### src/rtl/ps2_key_encoder.sv
// PS/2 keyboard receiver: turns the raw device-clocked serial stream into the
// 11-bit toggle-strobe key word {toggle, pressed, extended, scan code}.
module ps2_key_encoder #(
   parameter int unsigned FILTER  = 8,
   parameter int unsigned TIMEOUT = 12000
) (
   input  logic        clk_sys,
   input  logic        reset,
   input  logic        ps2_clk,
   input  logic        ps2_data,
   output logic [10:0] ps2_key,
   output logic        frame_err
);

   localparam int unsigned FCNT_W = 8;
   localparam int unsigned TMR_W  = $clog2(TIMEOUT + 1);
   localparam int unsigned BCNT_W = 3;
   localparam int unsigned SKIP_W = 3;

   typedef enum logic [1:0] {
      IDLE,
      DATA,
      PARITY,
      STOP
   } state_t;

   logic              clk_meta, clk_sync, dat_meta, dat_sync;
   logic              clk_filt;
   logic [FCNT_W-1:0] filt_cnt;
   logic              sample_evt;

   state_t              state_q, state_d;
   logic [BCNT_W-1:0]   bit_cnt_q, bit_cnt_d;
   logic [7:0]          shreg_q, shreg_d;
   logic                par_q, par_d;
   logic [TMR_W-1:0]    timer_q, timer_d;
   logic                byte_vld_q, byte_vld_d;
   logic                ext_q, ext_d, brk_q, brk_d;
   logic [SKIP_W-1:0]   skip_q, skip_d;
   logic [10:0]         key_d;
   logic                err_d;
   logic                frame_bad;

   // Two-flop synchronizers plus stability filter on the PS/2 clock
   always_ff @(posedge clk_sys) begin
      if (reset) begin
         clk_meta <= 1'b1;
         clk_sync <= 1'b1;
         dat_meta <= 1'b1;
         dat_sync <= 1'b1;
         clk_filt <= 1'b1;
         filt_cnt <= '0;
      end else begin
         clk_meta <= ps2_clk;
         clk_sync <= clk_meta;
         dat_meta <= ps2_data;
         dat_sync <= dat_meta;
         if (clk_sync != clk_filt) begin
            if (filt_cnt == FCNT_W'(FILTER - 1)) begin
               clk_filt <= clk_sync;
               filt_cnt <= '0;
            end else begin
               filt_cnt <= filt_cnt + FCNT_W'(1);
            end
         end else begin
            filt_cnt <= '0;
         end
      end
   end

   // Sample event: the cycle on which the filter accepts a falling edge
   assign sample_evt = clk_filt & ~clk_sync & (filt_cnt == FCNT_W'(FILTER - 1));

   always_ff @(posedge clk_sys) begin
      if (reset) begin
         state_q    <= IDLE;
         bit_cnt_q  <= '0;
         shreg_q    <= '0;
         par_q      <= 1'b0;
         timer_q    <= '0;
         byte_vld_q <= 1'b0;
         ext_q      <= 1'b0;
         brk_q      <= 1'b0;
         skip_q     <= '0;
         ps2_key    <= '0;
         frame_err  <= 1'b0;
      end else begin
         state_q    <= state_d;
         bit_cnt_q  <= bit_cnt_d;
         shreg_q    <= shreg_d;
         par_q      <= par_d;
         timer_q    <= timer_d;
         byte_vld_q <= byte_vld_d;
         ext_q      <= ext_d;
         brk_q      <= brk_d;
         skip_q     <= skip_d;
         ps2_key    <= key_d;
         frame_err  <= err_d;
      end
   end

   always_comb begin
      state_d    = state_q;
      bit_cnt_d  = bit_cnt_q;
      shreg_d    = shreg_q;
      par_d      = par_q;
      timer_d    = timer_q;
      byte_vld_d = 1'b0;
      ext_d      = ext_q;
      brk_d      = brk_q;
      skip_d     = skip_q;
      key_d      = ps2_key;
      err_d      = 1'b0;
      frame_bad  = 1'b0;

      // Stall timer only runs inside a frame
      if ((state_q == IDLE) || sample_evt) begin
         timer_d = '0;
      end else begin
         timer_d = timer_q + TMR_W'(1);
      end

      case (state_q)
         IDLE: begin
            if (sample_evt && !dat_sync) begin
               state_d   = DATA;
               bit_cnt_d = '0;
            end
         end
         DATA: begin
            if (sample_evt) begin
               shreg_d   = {dat_sync, shreg_q[7:1]};
               bit_cnt_d = bit_cnt_q + BCNT_W'(1);
               if (bit_cnt_q == BCNT_W'(7)) begin
                  state_d = PARITY;
               end
            end
         end
         PARITY: begin
            if (sample_evt) begin
               par_d   = dat_sync;
               state_d = STOP;
            end
         end
         STOP: begin
            if (sample_evt) begin
               state_d = IDLE;
               if (dat_sync && (^{shreg_q, par_q})) begin
                  byte_vld_d = 1'b1;
               end else begin
                  frame_bad = 1'b1;
               end
            end
         end
         default: state_d = IDLE;
      endcase

      if ((state_q != IDLE) && !sample_evt && (timer_q == TMR_W'(TIMEOUT - 1))) begin
         state_d   = IDLE;
         timer_d   = '0;
         frame_bad = 1'b1;
      end

      // Byte decode one cycle after a good stop bit; shreg holds the byte
      if (byte_vld_q) begin
         if (skip_q != '0) begin
            skip_d = skip_q - SKIP_W'(1);
         end else if (shreg_q == 8'hE1) begin
            skip_d = SKIP_W'(7);
         end else if (shreg_q == 8'hE0) begin
            ext_d = 1'b1;
         end else if (shreg_q == 8'hF0) begin
            brk_d = 1'b1;
         end else begin
            key_d = {~ps2_key[10], ~brk_q, ext_q, shreg_q};
            ext_d = 1'b0;
            brk_d = 1'b0;
         end
      end

      if (frame_bad) begin
         err_d  = 1'b1;
         ext_d  = 1'b0;
         brk_d  = 1'b0;
         skip_d = '0;
      end
   end

endmodule

### config.mk
export PLATFORM = sky130hd
export DESIGN_NAME = ps2_key_encoder
export DESIGN_NICKNAME = d
export VERILOG_FILES = /design/src/rtl/ps2_key_encoder.sv
export SDC_FILE = /design/constraint.sdc
export NUM_CORES = 1
export LEC_CHECK = 0
export ABC_CLOCK_PERIOD_IN_PS = 1850
export BUFFER_PORTS_ARGS = -buffer_cell sky130_fd_sc_hd__buf_2
export CAP_MARGIN = 30
export CORE_MARGIN = 2
export CORE_UTILIZATION = 54
export DETAILED_ROUTE_END_ITERATION = 6
export PLACE_DENSITY = 0.75
export SLEW_MARGIN = 20
export SYNTH_ARGS = -nofsm -noshare
export SYNTH_HDL_FRONTEND = slang
export SYNTH_SLANG_ARGS = --single-unit
export TNS_END_PERCENT = 20
### constraint.sdc
create_clock -name clk_sys -period 1.85 [get_ports clk_sys]
set_clock_uncertainty 0.2 [all_clocks]
set_input_delay 0.185 -clock clk_sys [delete_from_list [all_inputs] [get_ports clk_sys]]
set_output_delay 0.185 -clock clk_sys [all_outputs]
set_load 0.02 [all_outputs]
### Word level (Yosys, flattened, before mapping)

Cells that the tools add are included.
W data, S select, Z words.

| storage, ports and cells | value |
|---|---|
| output and inout bits | 12 |
| bits of input ports | 4 |
| logic and storage cells | 96 |
| flip-flop bits (word level) | 59 |

| cells by class | value |
|---|---|
| bitwise gates (word level) | 12 |
| multiplexer cells | 20 |
| eq/ne operators | 16 |
| add/sub/neg operators | 4 |
| reduce and logical (&&, ||, !) cells | 27 |

Operators by type and width:

| operator | count |
|---|---|
| $eq A8 B8 Y1 const B | 3 |
| $add A14 B1 Y14 const B | 1 |
| $eq A14 B14 Y1 const B | 1 |
| $mux W3 | 4 |
| $mux W2 | 5 |
| $ne A2 B2 Y1 const B | 5 |
| $not A1 Y1 | 10 |
| $reduce_and A5 Y1 | 2 |
| $mux W1 | 9 |
| $reduce_or A3 Y1 | 3 |
| $reduce_xor A9 Y1 | 1 |
| $add A8 B1 Y8 const B | 1 |
| $eq A8 B3 Y1 const B | 1 |
| $pmux W2 S4 | 1 |
| $reduce_and A2 Y1 | 4 |
| $reduce_and A4 Y1 | 2 |
| $pmux W3 S2 | 1 |
| $reduce_bool A2 Y1 | 3 |
| $eq A2 B2 Y1 const B | 2 |
| $logic_and A1 B1 Y1 | 4 |
| $reduce_or A2 Y1 | 2 |
| $add A3 B1 Y3 const B | 1 |
| $eq A3 B3 Y1 const B | 1 |
| $reduce_and A3 Y1 | 1 |
| other kinds (9) | 11 |

### Depth between registers and ports, before layout

Gate-level depths: netlist (run 1).

| depth | value |
|---|---|
| depth in word-level cells | 8 |
| depth in mapped cells | 8 |
| gate-level depth less buffers | 7 |

### Worst setup path after synthesis (run 1)

Ideal clock, no wire load.

| timing | value |
|---|---|
| path type | register to register |
| from | register filt_cnt[3] |
| to | register clk_filt |
| setup time | 0.131 ns |
| data required time | 1.519 ns |
| data arrival time | 1.620 ns |
| path slack | -0.100 ns |
| buffers on the path | 0 |
| stages on the path, launching flop included | 5 |
| period minus slack after synthesis | 1.950 ns |
| cells stage by stage | dfxtp_1 or4_4 or3_2 o21ai_0 o311ai_1 |

| on the way | value |
|---|---|
| cells in the longest elaborated chain, start to end | 2 |

Ends and longest elaborated chain:

| element | RTL line | text |
|---|---|---|
| start: declaration | 29 | `logic [FCNT_W-1:0] filt_cnt;` |
| start signal: assignment | 63 | `filt_cnt <= filt_cnt + FCNT_W'(1);` |
| $eq A8 B3 Y1 | 59 | `if (filt_cnt == FCNT_W'(FILTER - 1)) begin` |
| $reduce_and A2 Y1 (no line) | -- |  |
| end signal: assignment | 60 | `clk_filt <= clk_sync;` |
| end: declaration | 28 | `logic clk_filt;` |

Every way passes these cells.
A chain may end at the register's enable or synchronous reset.

### Worst setup path after layout (run 1)

| timing | value |
|---|---|
| from | register filt_cnt[6] |
| to | register state_q[0] |

| on the way | value |
|---|---|
| cells in the longest elaborated chain, start to end | 6 |
| elaborated cells on any way between the ends | 12 |
| those cells by class | 5 x eq/ne; 1 x bitwise; 6 x reduce/logical |

Ends and longest elaborated chain:

| element | RTL line | text |
|---|---|---|
| $eq A8 B3 Y1 * | 72 | `assign sample_evt = clk_filt & ~clk_sync & (filt_cnt == FCNT_W'(FILTER - 1));` |
| $and A1 B1 Y1 * | 72 |  |
| parallel branches: the longest is 4 deep, another holds $reduce_and A5 Y1 | -- |  |
| end signal: assignment | 88 | `state_q <= state_d;` |
| end: declaration | 32 | `state_t state_q, state_d;` |

Mark *: on every way between the ends.

==> qor.csv, run 1 <==
stage,metric,value,unit
run_status,result of the run,finished with violations,
run_status,failing checks,negative setup slack,
timing,final worst path period share,108,%
timing,number of failing hold endpoints at the final stage,0,
cells_and_area,fillers,362,
synth,synthesized instance count,268,
cells_and_area,number of antenna repair diodes,0,
synth,synthesized area divided by synthesized cell count,9.72,µm²
placement,Port-buffer cells,15,
synth,Cell variety after synth,46,
floorplan,number of core rows,25,
timing,fmax,0.500,GHz
pwr,P_sw,624,µW
setup_path,library cell contributing the largest single delay on the critical path,sky130_fd_sc_hd__or4_4,
floorplan,die width,73.4,µm
timing,tightest slew margin relative to the limit,69.3,%
detailed_routing,drt via density,5.20,
setup_path,"slowest stage delay, CP",0.60,ns
pwr,cell-internal power,2.00,mW
floorplan,io pins,16,
setup_path,crit-path cells,or4_4 -> nor2_4 -> o221ai_2 -> mux2_4 -> nor3_2,
detailed_routing,total iterations of the first detailed-routing run,4,
clocking,clock edge transition at the registers on the reported setup and hold paths,0.06,ns
cells_and_area,most common library cell in the layout ignoring fill and taps,sky130_fd_sc_hd__dfxtp_1,
cells_and_area,Final #Nets,335,
synth,share of the yosys chip area belonging to registers,45.4,%
detailed_routing,count of routing violations after the opening detailed-route iteration,56,
floorplan,Initial Utilization,55.5,%
cells_and_area,share of layout cells above drive strength 1,30.3,%
synth,flip-flop and latch count after synthesis,59,
synth,number of flops mapped to enable cells by yosys,0,
timing,Fin Setup TNS,-1.22,ns
timing,"Min Clock Period, post-route",2.00,ns
pwr,proportion of power drawn by the clock network,40.1,%
placement,total placed instance area,2960,µm²
placement,count of placed standard cells including taps,358,
clocking,number of clock buffers inserted by TritonCTS,9,
timing,final setup violating endpoints,18,
floorplan,die footprint,5390,µm²
cells_and_area,summed area of non-filler cells in the final layout,3260,µm²
setup_path,critical path class,reg2reg,
synth,asr flop ratio synth,0,%
clocking,CTS sink count,59,
grt,total grt overflow,0,
timing,pins over their slew limit,0,
pwr,switching part of the total,23.8,%
clocking,maximum root-to-sink buffer count,2,
detailed_routing,count of antenna-violating nets left after detailed routing,0,
clocking,TritonCTS clock tree,built,
clocking,clock latency at the later pin of the worst-skew pair,0.34,ns
pwr,standby leakage power,1.37,nW
grt,wire length of the first global-routing pass,8000,µm
min_path,count of cells along the worst hold path,3,
floorplan,Die Y,73.4,µm
cells_and_area,register area,1190,µm²
setup_path,cell depth of the worst setup path,5,
setup_path,worst endpoint data arrival time,2.07,ns
pwr,maximum resistive drop on vdd,583,µV
setup_path,cells on worst reg2reg path,5,
setup_path,Crit path max-delay family,simple AND/OR/NAND/NOR gates,
cells_and_area,total area of multi-input combinational cells,1450,µm²
clocking,root buf cell,sky130_fd_sc_hd__clkbuf_8,
setup_path,startpoint kind of the worst setup timing path,flop,
synth,cell area after synthesis,2600,µm²
grt,largest net degree at the start of global routing,22,
pwr,areal power density over the cells,804,nW/µm²
placement,gp weighted congestion,0.848,
detailed_routing,total routed wirelength,4870,µm
timing,unrepaired setup endpoints after global routing,yes,
min_path,worst min path class,in2reg,
cells_and_area,area growth from synthesis to final layout,25.2,%
setup_path,"Buf+Inv Stages, Crit Path",0,
timing,worst slew pin tran,0.460,ns
placement,HPWL after detailed placement,3200,µm
detailed_routing,final routed DRC violation total,0,
pwr,portion of total power attributed to sequential cells,49.8,%
clocking,total number of H-tree levels,3,
cells_and_area,highest-count cells in the layout ignoring fill and taps,"sky130_fd_sc_hd__dfxtp_1, sky130_fd_sc_hd__nor2_1, sky130_fd_sc_hd__buf_4, sky130_fd_sc_hd__mux2i_1, sky130_fd_sc_hd__buf_2",
timing,min setup slack post-route,-0.151,ns
synth,Synth Net Count,284,
synth,Post-synth top flop,sky130_fd_sc_hd__dfxtp_1,
setup_path,Worst Path Required,1.92,ns
grt,via count of the first global-routing pass,1850,
detailed_routing,routed via count,1961,
setup_path,highest net fanout along the worst path,7,
detailed_routing,wire per inst,12.9,µm
grt,GRT Util Overall,19.8,%
synth,yosys warns,0,
grt,initial antenna violation count,0,
pwr,Comb pwr share,10.1,%
setup_path,kind of capture point of the worst setup path,flop,
run,number of max-capacitance violations reported,0,
cells_and_area,"Cell Count, Final, Fillers Out",377,
floorplan,Core Area,4690,µm²
-- Yosys cell counts (all sizes together), types with 2 or more instances --
cell    count  area (µm²)
a21oi       5        25.0
a31oi       2        12.5
and3        8        51.3
and4        2        17.5
buf         2        16.3
clkbuf      5        18.8
dfxtp      59        1180
ha         12         150
inv        10        37.5
mux2i      21         210
nand2      15        58.8
nand2b      4        25.0
nand3       8        40.0
nand4       2        12.5
nor2       49         191
nor2b       3        18.8
nor3        6        35.0
nor3b       2        20.0
nor4        3        18.8
nor4b       3        26.3
o21ai       2        10.0
or2         4        25.0
or4         2        18.8
xnor2      14         123
xor2       11        96.3
-- worst paths after layout --
check	start	end	slack, ns
min	reset	bit_cnt_q[1]	0.07
min reg2reg	dat_meta	dat_sync	0.21
max	filt_cnt[6]	state_q[0]	-0.15
max reg2reg	filt_cnt[6]	state_q[0]	-0.15
-- metrics by stage --
| step | setup WS [ns] | hold slack, ns | util, % | power, mW |
|---|---|---|---|---|
| after detailed placement | -0.212 | 0.173 | 63.0 | 1.56 |
| after CTS | -0.102 | 0.0500 | 68.3 | 2.64 |
| after global routing | -0.200 | 0.0836 | 69.5 | 2.74 |
| after floorplan | -0.0874 | 0.0888 | - | 1.51 |
| final | -0.151 | 0.0664 | 69.5 | 2.62 |
| after global placement | -0.179 | 0.169 | 63.0 | 1.55 |
-- metal layers --
metal / global-route usage (%) / vias up / part of all wire, % / wire, µm
met3: 8.64 / 8 / 4.5 / 220
met1: 23.5 / 907 / 45 / 2200
met4: 7.88 / 0 / 1.5 / 73
li1: - / 1015 / - / -
met5: 0 / - / 0 / 0
met2: 31.3 / 31 / 49 / 2380
-- cell families (layout without fill, tap and decap cells) --
kind of cell	count (synthesis)	count (layout)	share of synthesized area [%]
simple gates	115	115	22.8
xor+xnor	26	26	9.27
fa+ha+maj	12	12	5.77
buf+inv	17	72	2.79
flops	59	59	45.4
mux	22	22	8.65
compound gates	17	17	5.33
-- power by group through the flow --
stage,combinational [mW],clock (mW),sequential [mW]
2_1_floorplan,0.178,0,1.33
3_3_place_gp,0.220,0,1.33
3_5_place_dp,0.229,0,1.33
4_1_cts,0.246,1.09,1.30
5_1_grt,0.291,1.15,1.31
6_report,0.266,1.05,1.30
-- worst register-to-register path, stage by stage (launching register included) --
cell and delay (ns):
sky130_fd_sc_hd__dfxtp_1 0.31, sky130_fd_sc_hd__or4_4 0.60, sky130_fd_sc_hd__nor2_4 0.22, sky130_fd_sc_hd__o221ai_2 0.19
sky130_fd_sc_hd__mux2_4 0.33, sky130_fd_sc_hd__nor3_2 0.09
-- cell type report --
type,instances,area share (%)
Tap cell,54,2.07
Clock buffer,13,5.18
Multi-Input combinational cell,192,44.5
Inverter,10,1.15
Timing Repair Buffer,47,10.3
Sequential cell,59,36.4
Clock inverter,2,0.307
-- registers in the layout, summed over array words and instances (netlist names), 2 cells and up --
| signal | cells |
|---|---|
| shreg_q | 8 |
| skip_q | 3 |
| timer_q | 14 |
| filt_cnt | 8 |
| state_q | 2 |
| ps2_key | 11 |
| bit_cnt_q | 3 |
-- repair_timing --
action / 4_1_cts / 5_1_grt
setup endpoints to repair: 34 / 47
endpoints found under the hold margin: 2 / 0
gates resized for setup: 9 / 14
pin swaps: 3 / 3
buffers inserted: 2 / 0
hold buffers: 2 / 0
No activity file was read; power rests on OpenSTA's default activity.
==> run 2: changes to the inputs <==
Settings changed: ABC_AREA set to 1, BUFFER_PORTS_ARGS -buffer_cell sky130_fd_sc_hd__buf_2 to not set, CORE_UTILIZATION 54 to 56, DONT_BUFFER_PORTS set to 1, PLACE_DENSITY 0.75 to 0.74.
==> run 2 against run 1 <==
  * The flow still finishes with violations (negative setup slack)
  * Clock power grew 10%
  * First-iteration DRC count is 82% higher
  * Critical endpoint is now timer_q[9]
  * Worst hold slack improved by 0.15 ns
  * Sequential share of layout area up 0.28 points
  * Flip-flop and latch count unchanged
  * Cell area fell by 0.65%
  * Largest power group unchanged
==> qor.csv, run 2 <==
stage,metric,value,unit
floorplan,Core Area,4690,µm²
placement,Port-buffer cells,0,
synth,most area-hungry cell type in the Yosys netlist,sky130_fd_sc_hd__dfxtp_1,
clocking,total number of H-tree levels,3,
run_status,failing checks,negative setup slack,
floorplan,Die Y,73.5,µm
grt,GRT Util Overall,20.7,%
pwr,proportion of power drawn by the clock network,45.8,%
timing,fmax,0.537,GHz
min_path,startpoint of the worst hold path,clk_meta,
synth,yosys warns,0,
detailed_routing,count of routing violations after the opening detailed-route iteration,102,
cells_and_area,Largest regs,"timer_q x14, ps2_key x11",
synth,flip-flop and latch count after synthesis,59,
setup_path,startpoint kind of the worst setup timing path,flop,
cells_and_area,utilization after layout,69.0,%
setup_path,Crit path max-delay family,simple AND/OR/NAND/NOR gates,
timing,final worst path period share,101,%
pwr,switching part of the total,21.2,%
setup_path,library cell contributing the largest single delay on the critical path,sky130_fd_sc_hd__dfxtp_4,
cells_and_area,summed area of non-filler cells in the final layout,3240,µm²
floorplan,io pins,16,
detailed_routing,final routed DRC violation total,0,
setup_path,most used cell along the critical path,sky130_fd_sc_hd__nor2_2,
cells_and_area,top register by number of flip-flops,timer_q,
setup_path,kind of capture point of the worst setup path,flop,
timing,min setup slack post-route,-0.0106,ns
synth,most used standard cell by instance count after synthesis,sky130_fd_sc_hd__nand2_1,
setup_path,cell depth of the worst setup path,9,
clocking,number of clock buffers inserted by TritonCTS,9,
clocking,TritonCTS clock tree,built,
cells_and_area,highest-count cells in the layout ignoring fill and taps,"sky130_fd_sc_hd__nand2_1, sky130_fd_sc_hd__dfxtp_1, sky130_fd_sc_hd__inv_1, sky130_fd_sc_hd__nor2_1, sky130_fd_sc_hd__o21ai_0",
cells_and_area,number of flip-flops in the largest register,14,
grt,total grt overflow,0,
cells_and_area,area growth from synthesis to final layout,19.8,%
detailed_routing,drt via density,5.16,
cells_and_area,fillers,350,
floorplan,number of core rows,25,
setup_path,worst flop-to-flop path endpoint,timer_q[9],
synth,Yosys top cell area share,43.7,%
synth,Synth Net Count,371,
setup_path,cells on worst reg2reg path,9,
synth,share of the yosys chip area belonging to registers,43.7,%
setup_path,worst endpoint data arrival time,1.89,ns
pwr,Comb pwr share,3.7,%
placement,gp weighted congestion,0.823,
timing,worst slew pin tran,0.431,ns
floorplan,Initial Utilization,57.6,%
grt,initial antenna violation count,0,
clocking,clock edge transition at the registers on the reported setup and hold paths,0.06,ns
detailed_routing,routed via count,2280,
synth,synthesized area divided by synthesized cell count,7.62,µm²
synth,synthesized instance count,355,
timing,number of failing hold endpoints at the final stage,0,
clocking,root buf cell,sky130_fd_sc_hd__clkbuf_8,
setup_path,"slowest stage delay, CP",0.36,ns
detailed_routing,total iterations of the first detailed-routing run,4,
pwr,standby leakage power,1.34,nW
detailed_routing,total routed wirelength,5470,µm
timing,"Min Clock Period, post-route",1.86,ns
setup_path,r2r startpoint,timer_q[0],
setup_path,critical path class,reg2reg,
pwr,maximum resistive drop on vdd,623,µV
synth,number of flops mapped to enable cells by yosys,0,
synth,top post-synthesis cells by area,"sky130_fd_sc_hd__dfxtp_1, sky130_fd_sc_hd__nand2_1, sky130_fd_sc_hd__nor2_1, sky130_fd_sc_hd__inv_1, sky130_fd_sc_hd__ha_1",
pwr,areal power density over the cells,785,nW/µm²
run_status,result of the run,finished with violations,
synth,asr flop ratio synth,0,%
min_path,destination of the worst hold path,clk_sync,
synth,most numerous cell types in the synthesized netlist,"sky130_fd_sc_hd__nand2_1, sky130_fd_sc_hd__dfxtp_1, sky130_fd_sc_hd__nor2_1",
placement,total placed instance area,2810,µm²
grt,wire length of the first global-routing pass,8700,µm
setup_path,highest net fanout along the worst path,4,
pwr,P_sw,539,µW
cells_and_area,Final #Nets,400,
cells_and_area,most common library cell in the layout ignoring fill and taps,sky130_fd_sc_hd__nand2_1,
cells_and_area,number of antenna repair diodes,0,
cells_and_area,share of layout cells above drive strength 1,19.6,%
setup_path,crit-path cells,ha_4 -> nand3_1 -> nor4_2 -> nand2_1 -> nor2_2 -> nor2_4 -> nand3_4 -> clkbuf_16 -> nor2_2,
setup_path,flop-to-flop setup slack,-0.01,ns
synth,Post-synth top flop,sky130_fd_sc_hd__dfxtp_1,
run,number of max-capacitance violations reported,0,
timing,final setup violating endpoints,5,
setup_path,"Buf+Inv Stages, Crit Path",1,
detailed_routing,wire per inst,12.4,µm
timing,tightest slew margin relative to the limit,71.0,%
clocking,clock latency at the later pin of the worst-skew pair,0.33,ns
floorplan,die width,73.5,µm
timing,unrepaired setup endpoints after global routing,yes,
setup_path,Worst Path Required,1.88,ns
floorplan,die footprint,5400,µm²
min_path,worst min path class,reg2reg,
synth,Cell variety after synth,27,
grt,largest net degree at the start of global routing,22,
clocking,CTS sink count,59,
detailed_routing,count of antenna-violating nets left after detailed routing,0,
synth,cell area after synthesis,2700,µm²
placement,post-place setup slack,-0.0486,ns
placement,HPWL after detailed placement,3430,µm
pwr,portion of total power attributed to sequential cells,50.5,%
grt,via count of the first global-routing pass,2082,
timing,pins over their slew limit,0,
min_path,count of cells along the worst hold path,1,
pwr,cell-internal power,2.00,mW
clocking,maximum root-to-sink buffer count,2,
## run 2: cell count changes after synthesis, moves of 7 or more
cell and change:
sky130_fd_sc_hd__mux2i_1 -21, sky130_fd_sc_hd__nor2_2 +9, sky130_fd_sc_hd__xnor2_1 -11, sky130_fd_sc_hd__a21oi_1 +18, sky130_fd_sc_hd__and3_1 -7, sky130_fd_sc_hd__nand2_1 +51, sky130_fd_sc_hd__inv_1 +35, sky130_fd_sc_hd__o21ai_0 +27
## run 2: cells by family (layout without fill, tap and decap cells)
| logic type | Yosys count | count (layout) | synth area share, % |
|---|---|---|---|
| flops | 59 | 59 | 43.7 |
| buf+inv | 52 | 85 | 7.91 |
| compound gates | 54 | 54 | 10.2 |
| fa+ha+maj | 12 | 12 | 5.55 |
| xor+xnor | 12 | 12 | 3.89 |
| simple gates | 166 | 166 | 28.8 |
## run 2: metrics by stage
stage / TNS (ns) / std cells / hold WS (ns) / total power [mW]
3_5_place_dp: -0.306 / 414 / 0.0758 / 1.38
5_1_grt: -1.51 / 442 / 0.222 / 2.63
4_1_cts: 0 / 437 / 0.217 / 2.55
3_3_place_gp: 0 / 414 / 0.0746 / 1.38
2_1_floorplan: 0 / 355 / 0.0541 / 1.37
6_report: -0.0282 / 442 / 0.212 / 2.54
## run 2: area by class of cell
cell class | instances | area [µm²] | share of cell area, %
clock buffer | 13 | 159 | 4.91
clock inverter | 2 | 35.0 | 1.08
inverter | 46 | 173 | 5.33
multi-input combinational | 244 | 1390 | 43.0
sequential | 59 | 1190 | 36.7
tap | 54 | 67.6 | 2.09
timing repair buffer | 24 | 223 | 6.88
## run 2: power groups by stage
| stage | combinational (mW) | clock (mW) | sequential (mW) |
|---|---|---|---|
| final | 0.0943 | 1.16 | 1.29 |
| after global routing | 0.106 | 1.24 | 1.29 |
| after CTS | 0.0845 | 1.18 | 1.29 |
| after detailed placement | 0.0707 | 0 | 1.31 |
| after global placement | 0.0678 | 0 | 1.31 |
| after floorplan | 0.0597 | 0 | 1.31 |
## run 2: routing by layer
layer / share of wire (%) / wire (µm) / GRT usage, %
met5: 0 / 0 / 0
met2: 49 / 2670 / 35.1
met3: 3.3 / 178 / 4.66
met4: 2.0 / 112 / 10.9
met1: 46 / 2510 / 24.2
## run 2: how the worst max path moves through the flow
| stage | to | startpoint |
|---|---|---|
| finish | timer_q[9] | timer_q[0] |
| CTS | timer_q[1] | filt_cnt[1] |
| detailed placement | timer_q[0] | filt_cnt[1] |
| global placement | timer_q[13] | filt_cnt[0] |
| global route | timer_q[9] | timer_q[0] |
| floorplan | timer_q[10] | timer_q[0] |
## run 2: repair_timing
item / in CTS / in global routing
setup endpoints to repair: 17 / 34
pin swaps: 4 / 7
buffers inserted: 5 / 3
gates resized for setup: 5 / 22
gates cloned: 0 / 2
endpoints found under the hold margin: 29 / 0
hold buffers: 3 / 0
